===== config.mk =====
export PLATFORM = sky130hd
export DESIGN_NAME = yif_queue
export DESIGN_NICKNAME = d
export VERILOG_FILES = /design/src/rtl/yif_queue.sv
export SDC_FILE = /design/constraint.sdc
export NUM_CORES = 1
export LEC_CHECK = 0
export ABC_AREA = 1
export CAP_MARGIN = 5
export CORE_ASPECT_RATIO = 0.6
export CORE_MARGIN = 2
export CORE_UTILIZATION = 54
export DETAILED_ROUTE_END_ITERATION = 7
export GPL_TIMING_DRIVEN = 0
export PLACE_DENSITY = 0.8
export SLEW_MARGIN = 20
export SYNTH_ARGS = -nofsm -noshare
export SYNTH_HDL_FRONTEND = slang
export SYNTH_SLANG_ARGS = --single-unit

===== constraint.sdc =====
create_clock -name clk -period 6 [get_ports clk]
set_input_delay 1.2 -clock clk [delete_from_list [all_inputs] [get_ports clk]]
set_output_delay 1.2 -clock clk [all_outputs]
set_load 0.02 [all_outputs]

===== src/rtl/yif_queue.sv =====
// Instruction-fetch unit: owns the PC, fetches one word per cycle from a
// combinational instruction memory and buffers up to DEPTH {pc, ins} entries for decode.
module yif_queue #(
  parameter int XLEN  = 32,
  parameter int DEPTH = 4,
  parameter int CW    = $clog2(DEPTH + 1)
) (
  input  logic            clk,
  input  logic            INT,
  input  logic [XLEN-1:0] entryPoint,
  output logic [XLEN-1:0] imem_addr,
  input  logic [31:0]     imem_data,
  input  logic            redirect,
  input  logic [XLEN-1:0] redirect_pc,
  output logic            out_valid,
  input  logic            out_ready,
  output logic [31:0]     out_ins,
  output logic [XLEN-1:0] out_pc,
  output logic [XLEN-1:0] out_pcp4,
  output logic [CW-1:0]   count
);

  localparam int            AW       = $clog2(DEPTH);
  localparam logic [CW-1:0] FULL     = CW'(DEPTH);
  localparam logic [XLEN-1:0] ALIGN  = ~XLEN'(3);

  logic [XLEN-1:0] r_pc;
  logic [XLEN-1:0] r_buf_pc  [DEPTH];
  logic [31:0]     r_buf_ins [DEPTH];
  logic [AW-1:0]   r_rd_ptr;
  logic [AW-1:0]   r_wr_ptr;
  logic [CW-1:0]   r_count;

  logic w_pop;
  logic w_push;
  logic w_valid;

  assign w_valid = (r_count != '0);
  assign w_pop   = w_valid & out_ready;
  // A full queue may still fetch when the head leaves in the same cycle.
  assign w_push  = !INT & !redirect & ((r_count < FULL) | w_pop);

  always_ff @(posedge clk) begin
    if (INT) begin
      r_pc     <= entryPoint & ALIGN;
      r_rd_ptr <= '0;
      r_wr_ptr <= '0;
      r_count  <= '0;
    end else if (redirect) begin
      // Flush discards any same-cycle pop: the presented head is not consumed.
      r_pc     <= redirect_pc & ALIGN;
      r_rd_ptr <= '0;
      r_wr_ptr <= '0;
      r_count  <= '0;
    end else begin
      if (w_push) begin
        r_pc     <= r_pc + XLEN'(4);
        r_wr_ptr <= r_wr_ptr + AW'(1);
      end
      if (w_pop) begin
        r_rd_ptr <= r_rd_ptr + AW'(1);
      end
      r_count <= r_count + CW'(w_push) - CW'(w_pop);
    end
  end

  always_ff @(posedge clk) begin
    if (w_push) begin
      r_buf_pc[r_wr_ptr]  <= r_pc;
      r_buf_ins[r_wr_ptr] <= imem_data;
    end
  end

  assign imem_addr = r_pc;
  assign count     = r_count;
  assign out_valid = w_valid;
  assign out_ins   = w_valid ? r_buf_ins[r_rd_ptr] : 32'h0;
  assign out_pc    = w_valid ? r_buf_pc[r_rd_ptr] : '0;
  assign out_pcp4  = w_valid ? (r_buf_pc[r_rd_ptr] + XLEN'(4)) : '0;

endmodule


## After elaboration in Yosys (flattened, before gate mapping)

Memories as Yosys holds them, arrays and structs flattened. A register that Yosys moved wholly into a read port is not among the register bits.
Index checks and enable logic that the tools add are counted.

| word-level totals | value |
|---|---|
| flip-flop bits (word level) | 39 |
| bits in writable memories | 256 |
| bits of input ports | 100 |
| output and inout bits | 132 |
| logic and storage cells | 35 |
| memories kept | 2 |

| operators by class | value |
|---|---|
| $add $sub $neg | 6 |
| magnitude comparators | 1 |
| multiplexer cells | 12 |
| bitwise logic cells | 4 |
| reduce and logical (&&, ||, !) cells | 5 |

Memories:

| name | words | bits a word | read ports | clocked after memory_dff | wr ports | line | source |
|---|---|---|---|---|---|---|---|
| r_buf_ins | 4 | 32 | 1 | 1 | 1 | 29 | `logic [31:0] r_buf_ins [DEPTH];` |
| r_buf_pc | 4 | 32 | 1 | 1 | 1 | 28 | `logic [XLEN-1:0] r_buf_pc [DEPTH];` |

Operators with widths:

| cell | number |
|---|---|
| two-way mux 32 bit | 6 |
| adder 32 x 3 -> 32 bit (second input constant) | 2 |
| two-way mux 2 bit | 4 |
| nonzero test 3 bit | 2 |
| adder 2 x 1 -> 2 bit (second input constant) | 2 |
| adder 3 x 1 -> 3 bit | 1 |
| AND 1 bit | 3 |
| less-than comparator 3 bit (second input constant) | 1 |
| subtractor 3 x 1 -> 3 bit | 1 |
| zero test 1 bit | 2 |
| two-way mux 1 bit | 2 |
| OR reduction 2 bit | 1 |
| OR 1 bit | 1 |

## Longest topological paths before layout

| depth | value |
|---|---|
| depth after elaboration | 7 |
| gate-level depth with buffers | 16 |
| mapped depth without buffers | 14 |

## Least setup slack after synthesis

Ideal clock, no wire load.

| timing path | value |
|---|---|
| path kind | input to register |
| from | input port redirect |
| to | memory r_buf_ins[0][0] (enable) |
| setup time | 0.482 ns |
| arrival | 4.686 ns |
| slack | 0.832 ns |
| cell stages on the path | 6 |
| path buffers | 1 |
| cell sequence | clkbuf_1 > nor2_1 > clkinv_1 > nor2_1 > inv_1 > nor2_1 |

| on the way | value |
|---|---|
| cells in the longest elaborated chain, start to end | 5 |

Ends and longest elaborated chain:

| what | line | source |
|---|---|---|
| from (decl) | 13 | `input logic redirect,` |
| zero test 1 bit | 41 | `assign w_push = !INT & !redirect & ((r_count < FULL) \| w_pop);` |
| AND 1 bit (2 in a row) | 41 |  |
| two-way mux 1 bit | 68 | `if (w_push) begin` |
| two-way mux 1 bit (not written as such) | 70 | `r_buf_ins[r_wr_ptr] <= imem_data;` |
| to (decl) | 29 |  |

Every way passes these cells.

==> summary.txt <==
Synth
  – Simple-gate portion of the synthesized area: 24.89%
  – Syn_area_per_cell: 9.147 µm²
  – Area leader, netlist: edfxtp_1
  – Yosys warns: 0
  – Cell area after synthesis: approximately 14000 µm²
  – Post-synthesis xor/xnor area fraction: 1.253%
  – Primary FF master, synth: edfxtp_1
  – Most frequent cells after synthesis: 450 x nand2_1, 285 x nor2_1, 278 x edfxtp_1
  – Largest family of logic cells by synthesized area: simple AND/OR/NAND/NOR gates
  – Synth Area in Adders: 0.8594%
  – Number of synthesized flops with an enable pin: 278
  – Post-Syn Instances: 1528
  – Compound-Gate Fraction of Synth Area: 6.964%
  – Synth unique cells: 36
  – Post-synthesis sequential area ratio: 61.02%
  – Synth top area share: 59.73%
  – Most common cell in the netlist: nand2_1
  – Ranking of synthesized cells by area: edfxtp_1 60%, nand2_1 12%, nor2_1 7.7%
  – Synth Register Bits: 287
  – Mux cell area share after synthesis: 0%
  – Async S/R FF share, synth: 0%

STA
  – Final Hold Vio Count: 0
  – F_max: 191.0 MHz
  – Worst-Margin Slew: 1.054 ns
  – Slew headroom: 29.37%
  – Fin. max-slew vios: 0
  – Final setup fails: 0
  – Tcrit/Tclk final: 87.26%
  – Crit path time final: 5.236 ns
  – Layout Skew: roughly 0.024 ns
  – Unrepaired setup endpoints after global routing: false

Pwr
  – Peak supply drop: 0.1952 mV
  – PwrDens: 261.3 nW/µm²
  – Leak Pwr: around 7 nW

Routing
  – Via-to-Cell Ratio: 5.638
  – Initial DRC Count: 1557
  – First drt pass iteration count: 5
  – DRC: 0
  – Via count: between 10000 and 15000
  – Post-DRT Antenna Nets: 0
  – Drt total wl: 41620 µm
  – Routed len/inst: between 15 and 20 µm

Floorplan
  – Area of the core: 25340 µm²
  – Die area: 27230 µm²
  – Die height: 128.6 µm
  – Num rows: between 40 and 50
  – Initial Util: 55.17%
  – Top Ports: 232
  – Die width: 211.7 µm

Clock network
  – CTS Buf Count: 26
  – Post_cts resized: 0
  – H-tree depth: 1
  – Maximum clock path buffer count: 3
  – CTS clk-pin slew, worst paths: 0.06 ns
  – CTS tree: done
  – Clk_lat worst skew: 0.54 ns
  – Post-CTS setup buffers: 0
  – Clock sinks: 287
  – Hold_buf cts: 0
  – Clk Tree Root Cell: clkbuf_16

Final layout
  – Share of cells above drive strength 1: 6.025%
  – Fin nets: 1900
  – Area growth, synth to finish: 26.41%
  – Fin cells: 2138
  – Ant diodes: 0
  – Final core utilization: 69.73%

Place
  – GPL Wtd Cong: about 0.94
  – Post-DP HPWL: approximately 31000 µm
  – Port Buffers: 219
  – Cells after DPL: 2092

GRT
  – First-pass GRT wire length: 62940 µm
  – GRT Total Usage: 30.55%
  – Initial antenna violation count: 0
  – Maximum number of pins on one net before global-route repair: 33
  – Total gr overflow: 0
  – Vias in the first global route: 11050

Critical path
  – WP data required: about 4.8 ns
  – Crit path capture type: primary output
  – Crit path arrival time: 4.04 ns
  – Crit-path max FO: 10
  – Reg2reg start: count[2]$_SDFF_PP0_
  – Startpoint Class: flip-flop
  – Worst Setup Path Type: flip-flop to primary output

Status
  – Status: finished, final reports clean

Min path
  – Hold/Removal Path Class: flip-flop to flip-flop
  – HP Start: r_rd_ptr[0]$_SDFFE_PP0P_

Job
  – Max-cap viol count: 0
routing by layer:
metal | global-route usage [%] | wire, µm
met3 | 6.810 | 5744
met2 | 43.46 | 17140
met5 | 0 | 0
met4 | 6.711 | 862
met1 | 47.95 | 17870
where the power goes:
| group | internal (mW) | switching [mW] |
|---|---|---|
| combinational | 0.289 | 0.439 |
| sequential | 2.28 | 0.0795 |
| clock | 0.839 | 0.688 |
cell type report:
type | instances | area, µm²
Inverter | 82 | 310.3
Timing Repair Buffer | 230 | 2460
Multi-Input combinational cell | 1090 | 4803
Fill cell | 1878 | 7669
Sequential cell | 287 | 8528
Clock inverter | 5 | 31.28
Clock buffer | 41 | 737.0
Tap cell | 329 | 411.6
Buffer | 74 | 386.6
through the flow:
step | TNS [ns] | power [mW] | hold WS (ns) | setup WS (ns) | instance area (µm²)
6_report | 0 | 4.617 | 0.4869 | 0.7641 | 17670
5_1_grt | 0 | 4.765 | 0.5329 | 0.5615 | 17670
4_1_cts | 0 | 4.604 | 0.4835 | 0.8852 | 17670
3_5_place_dp | 0 | 3.115 | 0.4732 | 1.489 | 16900
3_3_place_gp | -354.27 | 3.093 | 0.4542 | -1.489 | 16600
2_1_floorplan | 0 | 2.734 | 0.4359 | 0.8318 | 14000
worst paths after layout:
path                    endpoint  slack, ns  cells past startpoint
min reg2reg            flip-flop       0.49                      1
min                    flip-flop       0.49                      1
max reg2reg  count[2]$_SDFF_PP0_       3.19                      8
max                 out_pcp4[12]       0.76                     12
layout by cell type, fill, tap and decap left out, types with 16 or more instances in the layout:
| master | instances |
|---|---|
| clkdlybuf4s50_1 | 219 |
| nand2_1 | 449 |
| edfxtp_1 | 278 |
| inv_1 | 77 |
| xor2_1 | 16 |
| o21ai_0 | 120 |
| clkbuf_1 | 38 |
| a21oi_1 | 64 |
| clkbuf_16 | 26 |
| nor2_1 | 281 |
| buf_2 | 18 |
| nand3_1 | 83 |
critical path: stages (launching register included):
cell and delay, ns:
dfxtp_1 0.43, buf_2 0.29, buf_2 0.34, o211ai_1 0.14, nand2_1 0.16, ha_1 0.29, nand3_1 0.12, nor2_2 0.26
nand2_1 0.21, nor2_2 0.23, o21ai_0 0.12, a21oi_1 0.24, clkdlybuf4s50_1 0.65
registers in the layout (all words and copies together), names as in the netlist, named ones only:
name	cells
r_buf_pc	120
r_buf_ins	128
count	3
r_wr_ptr	2
r_rd_ptr	2
imem_addr	30
cells by family (layout without fill, tap and decap cells):
kind of cell | after synthesis | count (layout)
AND/OR/NAND/NOR | 864 | 864
adder cells (fa/ha/maj) | 9 | 9
XOR/XNOR | 20 | 20
flip-flops | 287 | 287
AO/OA/AOI/OAI | 191 | 191
other | 1 | 6
buffers and inverters | 156 | 432
No activity file was read; power rests on OpenSTA's default activity.
